**config.mk**
```make
export PLATFORM = sky130hd
export DESIGN_NAME = i2c_target_mem
export DESIGN_NICKNAME = d
export VERILOG_FILES = /design/src/rtl/i2c_target_pkg.sv /design/src/rtl/i2c_line_filter.sv /design/src/rtl/i2c_target_mem.sv
export SDC_FILE = /design/constraint.sdc
export NUM_CORES = 1
export LEC_CHECK = 0
export CAP_MARGIN = 5
export CORE_MARGIN = 4
export CORE_UTILIZATION = 57
export CTS_CLUSTER_DIAMETER = 60
export CTS_CLUSTER_SIZE = 12
export DETAILED_ROUTE_END_ITERATION = 10
export PLACE_DENSITY = 0.77
export SYNTH_ARGS = -nofsm -noshare
export SYNTH_HDL_FRONTEND = slang
export SYNTH_HIERARCHICAL = 1
export SYNTH_SLANG_ARGS = --single-unit
```
**constraint.sdc**
```tcl
create_clock -name wb_clk_i -period 2.5 [get_ports wb_clk_i]
set_input_delay 0.375 -clock wb_clk_i [delete_from_list [all_inputs] [get_ports wb_clk_i]]
set_output_delay 0.375 -clock wb_clk_i [all_outputs]
set_load 0.02 [all_outputs]
```
**src/rtl/i2c_target_pkg.sv**
```systemverilog
// Shared types and constants for the I2C memory target: FSM state encoding,
// ACK/NACK bus levels and the pointer-width helper.
package i2c_target_pkg;

    typedef enum logic [2:0] {
        ST_IDLE,
        ST_ADDR,
        ST_ADDR_ACK,
        ST_WR_PTR,
        ST_WR_DATA,
        ST_RD_BYTE,
        ST_RD_ACK,
        ST_IGNORE
    } state_t;

    localparam logic ACK_LVL  = 1'b0;
    localparam logic NACK_LVL = 1'b1;

    // Pointer width for a memory of 'depth' bytes; PTR_W in the top is derived from this.
    function automatic int ptr_width(input int depth);
        return (depth > 1) ? $clog2(depth) : 1;
    endfunction

endpackage

```
**src/rtl/i2c_line_filter.sv**
```systemverilog
// Bus line conditioner: 2-flop synchroniser, then a level filter that only
// follows the line after FILTER_LEN identical samples; emits rise/fall pulses.
module i2c_line_filter #(
    parameter int FILTER_LEN = 3
) (
    input  logic clk,
    input  logic rst_n,
    input  logic line,
    output logic level,
    output logic rise,
    output logic fall
);

    logic [1:0]            sync_reg;
    logic [FILTER_LEN-1:0] hist_reg;
    logic [FILTER_LEN-1:0] hist_next;
    logic                  level_reg;
    logic                  level_d_reg;

    genvar gi;
    generate
        for (gi = 0; gi < FILTER_LEN; gi++) begin : g_hist
            if (gi == 0) begin : g_first
                assign hist_next[gi] = sync_reg[1];
            end else begin : g_next
                assign hist_next[gi] = hist_reg[gi-1];
            end
        end
    endgenerate

    // Everything presets to 1 so an idle bus produces no edges out of reset.
    always_ff @(posedge clk or negedge rst_n) begin
        if (!rst_n) begin
            sync_reg    <= 2'b11;
            hist_reg    <= '1;
            level_reg   <= 1'b1;
            level_d_reg <= 1'b1;
        end else begin
            sync_reg    <= {sync_reg[0], line};
            hist_reg    <= hist_next;
            level_d_reg <= level_reg;
            if (&hist_reg) begin
                level_reg <= 1'b1;
            end else if (~|hist_reg) begin
                level_reg <= 1'b0;
            end
        end
    end

    assign level = level_reg;
    assign rise  = level_reg & ~level_d_reg;
    assign fall  = ~level_reg & level_d_reg;

endmodule

```
**src/rtl/i2c_target_mem.sv**
```systemverilog
// I2C target with a small byte memory: pointer write, sequential write and
// read with auto-increment, optional SCL stretching after each ACK bit.
module i2c_target_mem
    import i2c_target_pkg::*;
#(
    parameter logic [6:0] DEV_ADDR       = 7'h50,
    parameter int         MEM_DEPTH      = 16,
    parameter int         FILTER_LEN     = 3,
    parameter int         STRETCH_CYCLES = 0,
    localparam int        PTR_W          = ptr_width(MEM_DEPTH)
) (
    input  logic             wb_clk_i,
    input  logic             arst_i,
    input  logic             scl_i,
    input  logic             sda_i,
    output logic             scl_oe_o,
    output logic             sda_oe_o,
    output logic             busy_o,
    output logic             wr_stb_o,
    output logic [PTR_W-1:0] wr_addr_o,
    output logic [7:0]       wr_data_o
);

    localparam int SC_W = (STRETCH_CYCLES > 0) ? $clog2(STRETCH_CYCLES + 1) : 1;
    localparam logic [SC_W-1:0] STRETCH_LOAD = SC_W'(STRETCH_CYCLES);

    logic scl_lvl, scl_rise, scl_fall;
    logic sda_lvl, sda_rise, sda_fall;

    i2c_line_filter #(.FILTER_LEN(FILTER_LEN)) u_scl_filter (
        .clk   (wb_clk_i),
        .rst_n (arst_i),
        .line  (scl_i),
        .level (scl_lvl),
        .rise  (scl_rise),
        .fall  (scl_fall)
    );

    i2c_line_filter #(.FILTER_LEN(FILTER_LEN)) u_sda_filter (
        .clk   (wb_clk_i),
        .rst_n (arst_i),
        .line  (sda_i),
        .level (sda_lvl),
        .rise  (sda_rise),
        .fall  (sda_fall)
    );

    state_t           state_reg, state_next;
    logic [3:0]       bit_cnt_reg, bit_cnt_next;
    logic [7:0]       shift_reg, shift_next;
    logic [PTR_W-1:0] ptr_reg, ptr_next, ptr_inc;
    logic             ack_reg, ack_next;
    logic             sda_oe_reg, sda_oe_next;
    logic             busy_reg, busy_next;
    logic             wr_stb_reg, wr_stb_next;
    logic [PTR_W-1:0] wr_addr_reg, wr_addr_next;
    logic [7:0]       wr_data_reg, wr_data_next;
    logic [SC_W-1:0]  stretch_cnt_reg;
    logic             mem_we, stretch_go, stretch_clr;
    logic [7:0]       mem_reg [MEM_DEPTH];
    logic [7:0]       rd_byte_cur, rd_byte_inc;
    logic             start_evt, stop_evt;

    assign start_evt   = sda_fall & scl_lvl;
    assign stop_evt    = sda_rise & scl_lvl;
    assign ptr_inc     = ptr_reg + 1'b1;
    assign rd_byte_cur = mem_reg[ptr_reg];
    assign rd_byte_inc = mem_reg[ptr_inc];

    always_ff @(posedge wb_clk_i or negedge arst_i) begin
        if (!arst_i) begin
            state_reg   <= ST_IDLE;
            bit_cnt_reg <= '0;
            shift_reg   <= '0;
            ptr_reg     <= '0;
            ack_reg     <= NACK_LVL;
            sda_oe_reg  <= 1'b0;
            busy_reg    <= 1'b0;
            wr_stb_reg  <= 1'b0;
            wr_addr_reg <= '0;
            wr_data_reg <= '0;
        end else begin
            state_reg   <= state_next;
            bit_cnt_reg <= bit_cnt_next;
            shift_reg   <= shift_next;
            ptr_reg     <= ptr_next;
            ack_reg     <= ack_next;
            sda_oe_reg  <= sda_oe_next;
            busy_reg    <= busy_next;
            wr_stb_reg  <= wr_stb_next;
            wr_addr_reg <= wr_addr_next;
            wr_data_reg <= wr_data_next;
        end
    end

    always_ff @(posedge wb_clk_i or negedge arst_i) begin
        if (!arst_i) begin
            for (int i = 0; i < MEM_DEPTH; i++) begin
                mem_reg[i] <= 8'h00;
            end
        end else if (mem_we) begin
            mem_reg[ptr_reg] <= shift_reg;
        end
    end

    // Stretch counter is loaded on the falling edge that closes an ACK bit;
    // SCL is held low while it is non-zero.
    always_ff @(posedge wb_clk_i or negedge arst_i) begin
        if (!arst_i) begin
            stretch_cnt_reg <= '0;
        end else if (stretch_clr) begin
            stretch_cnt_reg <= '0;
        end else if (stretch_go && (STRETCH_CYCLES > 0)) begin
            stretch_cnt_reg <= STRETCH_LOAD;
        end else if (stretch_cnt_reg != '0) begin
            stretch_cnt_reg <= stretch_cnt_reg - 1'b1;
        end
    end

    always_comb begin
        state_next   = state_reg;
        bit_cnt_next = bit_cnt_reg;
        shift_next   = shift_reg;
        ptr_next     = ptr_reg;
        ack_next     = ack_reg;
        sda_oe_next  = sda_oe_reg;
        busy_next    = busy_reg;
        wr_stb_next  = 1'b0;
        wr_addr_next = wr_addr_reg;
        wr_data_next = wr_data_reg;
        mem_we       = 1'b0;
        stretch_go   = 1'b0;
        stretch_clr  = 1'b0;

        if (stop_evt) begin
            state_next   = ST_IDLE;
            bit_cnt_next = '0;
            sda_oe_next  = 1'b0;
            busy_next    = 1'b0;
            stretch_clr  = 1'b1;
        end else if (start_evt) begin
            state_next   = ST_ADDR;
            bit_cnt_next = '0;
            sda_oe_next  = 1'b0;
            busy_next    = 1'b1;
            stretch_clr  = 1'b1;
        end else begin
            case (state_reg)
                ST_ADDR: begin
                    if (scl_rise && bit_cnt_reg < 4'd8) begin
                        shift_next   = {shift_reg[6:0], sda_lvl};
                        bit_cnt_next = bit_cnt_reg + 4'd1;
                    end else if (scl_fall && bit_cnt_reg == 4'd8) begin
                        if (shift_reg[7:1] == DEV_ADDR) begin
                            state_next  = ST_ADDR_ACK;
                            sda_oe_next = 1'b1;
                        end else begin
                            state_next  = ST_IGNORE;
                        end
                    end
                end
                ST_ADDR_ACK: begin
                    // shift_reg[0] still holds the R/W bit of the address byte.
                    if (scl_fall) begin
                        bit_cnt_next = '0;
                        stretch_go   = 1'b1;
                        if (shift_reg[0]) begin
                            shift_next  = rd_byte_cur;
                            sda_oe_next = ~rd_byte_cur[7];
                            state_next  = ST_RD_BYTE;
                        end else begin
                            sda_oe_next = 1'b0;
                            state_next  = ST_WR_PTR;
                        end
                    end
                end
                ST_WR_PTR, ST_WR_DATA: begin
                    // bit_cnt 9 marks the ACK clock driven by the target.
                    if (scl_rise && bit_cnt_reg < 4'd8) begin
                        shift_next   = {shift_reg[6:0], sda_lvl};
                        bit_cnt_next = bit_cnt_reg + 4'd1;
                    end else if (scl_fall && bit_cnt_reg == 4'd8) begin
                        sda_oe_next  = 1'b1;
                        bit_cnt_next = 4'd9;
                        if (state_reg == ST_WR_PTR) begin
                            ptr_next = shift_reg[PTR_W-1:0];
                        end else begin
                            mem_we       = 1'b1;
                            wr_stb_next  = 1'b1;
                            wr_addr_next = ptr_reg;
                            wr_data_next = shift_reg;
                            ptr_next     = ptr_inc;
                        end
                    end else if (scl_fall && bit_cnt_reg == 4'd9) begin
                        sda_oe_next  = 1'b0;
                        bit_cnt_next = '0;
                        stretch_go   = 1'b1;
                        state_next   = ST_WR_DATA;
                    end
                end
                ST_RD_BYTE: begin
                    if (scl_fall) begin
                        if (bit_cnt_reg == 4'd7) begin
                            sda_oe_next  = 1'b0;
                            bit_cnt_next = '0;
                            state_next   = ST_RD_ACK;
                        end else begin
                            shift_next   = {shift_reg[6:0], 1'b0};
                            sda_oe_next  = ~shift_reg[6];
                            bit_cnt_next = bit_cnt_reg + 4'd1;
                        end
                    end
                end
                ST_RD_ACK: begin
                    if (scl_rise) begin
                        ack_next = sda_lvl;
                    end else if (scl_fall) begin
                        ptr_next     = ptr_inc;
                        bit_cnt_next = '0;
                        stretch_go   = 1'b1;
                        if (ack_reg == ACK_LVL) begin
                            shift_next  = rd_byte_inc;
                            sda_oe_next = ~rd_byte_inc[7];
                            state_next  = ST_RD_BYTE;
                        end else begin
                            sda_oe_next = 1'b0;
                            state_next  = ST_IGNORE;
                        end
                    end
                end
                default: begin
                    sda_oe_next = 1'b0;
                end
            endcase
        end
    end

    assign scl_oe_o  = (stretch_cnt_reg != '0);
    assign sda_oe_o  = sda_oe_reg;
    assign busy_o    = busy_reg;
    assign wr_stb_o  = wr_stb_reg;
    assign wr_addr_o = wr_addr_reg;
    assign wr_data_o = wr_data_reg;

endmodule

```
==> flow_metrics.env, run 1 <==
export IMPL_switchingPower_mw=3.788
export IMPL_crit_chain="inv_1 -> ha_1 -> and4b_1 -> and3_2 -> buf_12 -> nand3_2 -> mux2_2"
export IMPL_first_iter_violations=710
export IMPL_antenna_found_initial=0
export IMPL_ys_seq_area_share_pct=44.82
export IMPL_powerDensity_nw_per_um2=890.6
export IMPL_relSlewSlack_pct=52.87
export IMPL_insertion_delay_ns=0.42
export IMPL_mostFrequentLayoutCell="dfrtp_1"
export IMPL_pwr_share_seq_pct=34.1
export IMPL_finalCriticalPeriod_ns=2.390
export IMPL_start_util_pct=59.01
export IMPL_dieArea_um2=19590
export IMPL_vdd_drop_max_v=0.0006634
export IMPL_via_per_inst=6.729
export IMPL_diodes=0
export IMPL_layout_nets=790
export IMPL_dp_final_hpwl_mm=16.48
export IMPL_path_clk_slew_ns=0.07
export IMPL_drt_first_pass_iters=6
export IMPL_worstPathRequired_ns=2.81
export IMPL_multiInputGateArea_um2=5115
export IMPL_clkPwrFrac_pct=26.4
export IMPL_fmax_mhz=418.4
export IMPL_drc=0
export IMPL_skew_ns=0.006114
export IMPL_synth_main_ff_cell="dfrtp_1"
export IMPL_die_y_um=140.0
export IMPL_cts_tree="built"
export IMPL_fp_row_count=47
export IMPL_vias=6810
export IMPL_syn_inst=753
export IMPL_power_mw=9.892
export IMPL_cts_htree_levels=4
export IMPL_layout_common_cells="dfrtp_1, mux2_2, mux4_2, nand2_1, buf_4"
export IMPL_synth_edf_count=0
export IMPL_grt_pass1_wl_mm=39.90
export IMPL_crit_fanout=12
export IMPL_ys_ff_latch=177
export IMPL_hold_path_class="reg -> reg"
export IMPL_clk_path_buf_depth=2
export IMPL_place_gp_congestion=0.9168
export IMPL_internal_power_mw=6.104
export IMPL_p_leak_nw=4.977
export IMPL_slew_violations=0
export IMPL_final_antenna_net_count=0
export IMPL_endpoint_kind="flip-flop"
export IMPL_layout_drive_gt1_share_pct=42.42
export IMPL_cts_root_buf="clkbuf_16"
export IMPL_syn_to_final_growth_pct=11.91
export IMPL_final_util_pct=66.04
export IMPL_tightest_slew_ns=0.7043
export IMPL_synth_distinct_cells=68
export IMPL_outcome="completed"
export IMPL_finalHoldViolations=0
export IMPL_swShare_pct=38.29
export IMPL_drt_wl_total_mm=24.55
export IMPL_syn_num_nets=764
export IMPL_fp_coreArea_um2=16820
export IMPL_cts_buffers=17
export IMPL_regArea_um2=4452
export IMPL_overflow=0
export IMPL_fillers=1192
export IMPL_grt_max_degree=57
export IMPL_numPortBuffers=18
export IMPL_ios=20
export IMPL_syn_area_um2=9925
export IMPL_critPathArrivalTime_ns=2.70
export IMPL_crit_path_start_kind="flip-flop"
export IMPL_slowest_delay_ns=0.44
export IMPL_period_share_pct=95.60
export IMPL_grt_usage_pct=26.04
export IMPL_wl_per_cell_um=24.26
export IMPL_rsz0062_at_grt="true"
export IMPL_finalSetupViolations=0
export IMPL_syn_avg_cell_area_um2=13.18
export IMPL_synthArstFlopShare_pct=100.0
export IMPL_crit_path_top_delay_cell="dfrtp_1"
export IMPL_clkSinkCount=177
export IMPL_crit_type="reg -> reg"
export IMPL_largest_reg_flops=128
export IMPL_cap_viol_max_count=0
export IMPL_power_frac_comb_pct=39.5
export IMPL_grt_pass1_vias=7173
export IMPL_yosysWarningCount=6
export IMPL_die_w_um=140.0
metal layers:
metal / wire, um / vias to the layer above / track usage, % / part of all wire (%)
met5: 0 / - / 0 / 0
met4: 721 / 0 / 9.689 / 2.9
met3: 1851 / 57 / 6.237 / 7.5
met2: 12580 / 341 / 44.04 / 51
met1: 9394 / 3507 / 32.87 / 38
li1: - / 2905 / - / -
what timing repair did:
action	4_1_cts	5_1_grt
hold endpoints to repair	44	0
hold buffers	1	0
setup buffers	0	0
resized for setup	0	5
endpoints found under the setup margin	0	26
stage by stage:
| step | hold WS [ns] | TNS [ns] | setup WS (ns) | std cells | instance area [um2] |
|---|---|---|---|---|---|
| finish | 0.3545 | 0 | 0.1101 | 1012 | 11110 |
| CTS | 0.3421 | 0 | 0.06931 | 1012 | 11070 |
| global route | 0.3480 | -0.1454 | -0.02071 | 1012 | 11110 |
| detailed placement | 0.3374 | 0 | 0.08040 | 979 | 10490 |
| floorplan | 0.07941 | 0 | 0.01991 | 753 | 9940 |
| global placement | 0.3325 | 0 | 0.1225 | 979 | 10490 |
power groups by stage:
| stage | sequential [mW] | clock, mW | combinational (mW) |
|---|---|---|---|
| 2_1_floorplan | 3.21 | 0 | 2.87 |
| 3_3_place_gp | 3.39 | 0 | 3.69 |
| 3_5_place_dp | 3.41 | 0 | 3.79 |
| 4_1_cts | 3.36 | 2.65 | 3.82 |
| 5_1_grt | 3.40 | 2.79 | 4.18 |
| 6_report | 3.38 | 2.61 | 3.90 |
cell usage after synthesis, types with 2 or more instances:
cell,number,area (um2)
nor2_1,29,108.9
mux2i_1,19,190.2
nor3b_1,3,22.52
nor2b_1,9,56.30
mux2_2,150,1689
o211ai_1,10,75.07
a2111oi_0,2,17.52
nand2b_1,6,37.54
mux4_2,62,1396
buf_6,5,56.30
o31ai_1,6,45.04
nand2_1,51,191.4
o21ai_0,21,105.1
a221oi_1,9,78.83
a211o_1,3,26.28
nand3_4,6,105.1
ha_1,7,87.58
and3b_1,6,52.55
dfstp_2,15,394.1
o22ai_1,2,12.51
inv_1,11,41.29
dfrtp_1,162,4054
buf_1,2,7.510
a22oi_1,3,22.52
clkbuf_1,25,93.84
a31oi_1,10,62.56
nor3_1,5,25.02
o21a_1,3,22.52
a21oi_1,15,75.07
buf_2,19,95.09
nand3_1,13,65.06
o21ai_1,7,35.03
and3_1,4,25.02
nand3b_1,3,22.52
buf_4,9,67.56
nand3_2,6,60.06
nand4_4,4,85.08
path summary, 6_finish.rpt:
| check | endpoint | cells after the start | from | slack, ns |
|---|---|---|---|---|
| min reg2reg | u_scl_filter/sync_reg[1] | 0 | u_scl_filter/sync_reg[0] | 0.35 |
| max | mem_reg[78] | 7 | bit_cnt_reg[0] | 0.11 |
| max reg2reg | mem_reg[78] | 7 | bit_cnt_reg[0] | 0.11 |
| max in group asynchronous | u_sda_filter/hist_reg[0] | 3 | arst_i | 1.25 |
| min in group asynchronous | mem_reg[48] | 2 | arst_i | 0.46 |
| min | u_scl_filter/sync_reg[1] | 0 | u_scl_filter/sync_reg[0] | 0.35 |
cells by family (layout without fill, tap and decap cells):
kind of cell               after synthesis  count (layout)  synth area share [%]
AOI/OAI and AO/OA                      105             105                 7.249
xor gates and xnor gates                 3               3                0.4539
adders and majority gates                7               7                0.8825
buffers and inverters                   74             113                 3.933
DFF                                    177             177                 44.82
muxes                                  232             232                 33.12
other                                    1               1               0.03779
and+or+nand+nor                        154             154                 9.506
layout make-up:
cell class	count	area share, %
Timing Repair Buffer	69	5.847
Clock buffer	22	4.281
Inverter	12	0.4055
Sequential cell	177	40.08
Tap cell	220	2.478
Clock inverter	10	0.8561
Multi-Input combinational cell	502	46.05
worst max-delay path: cells and delay by family (launching register included):
kind	cells	cell delay, ns
AND/OR/NAND/NOR	3	0.92
adder cells (fa/ha/maj)	1	0.23
flip-flops	1	0.44
buffers and inverters	2	0.30
multiplexers	1	0.37
(Power assumes the default switching activity.)
==> run 2, diff against run 1 <==
SKIP_LAST_GASP = 1   (was default)
==> results of run 2 <==
Same layout as run 1: the final DEF is identical, and so are final timing and power.
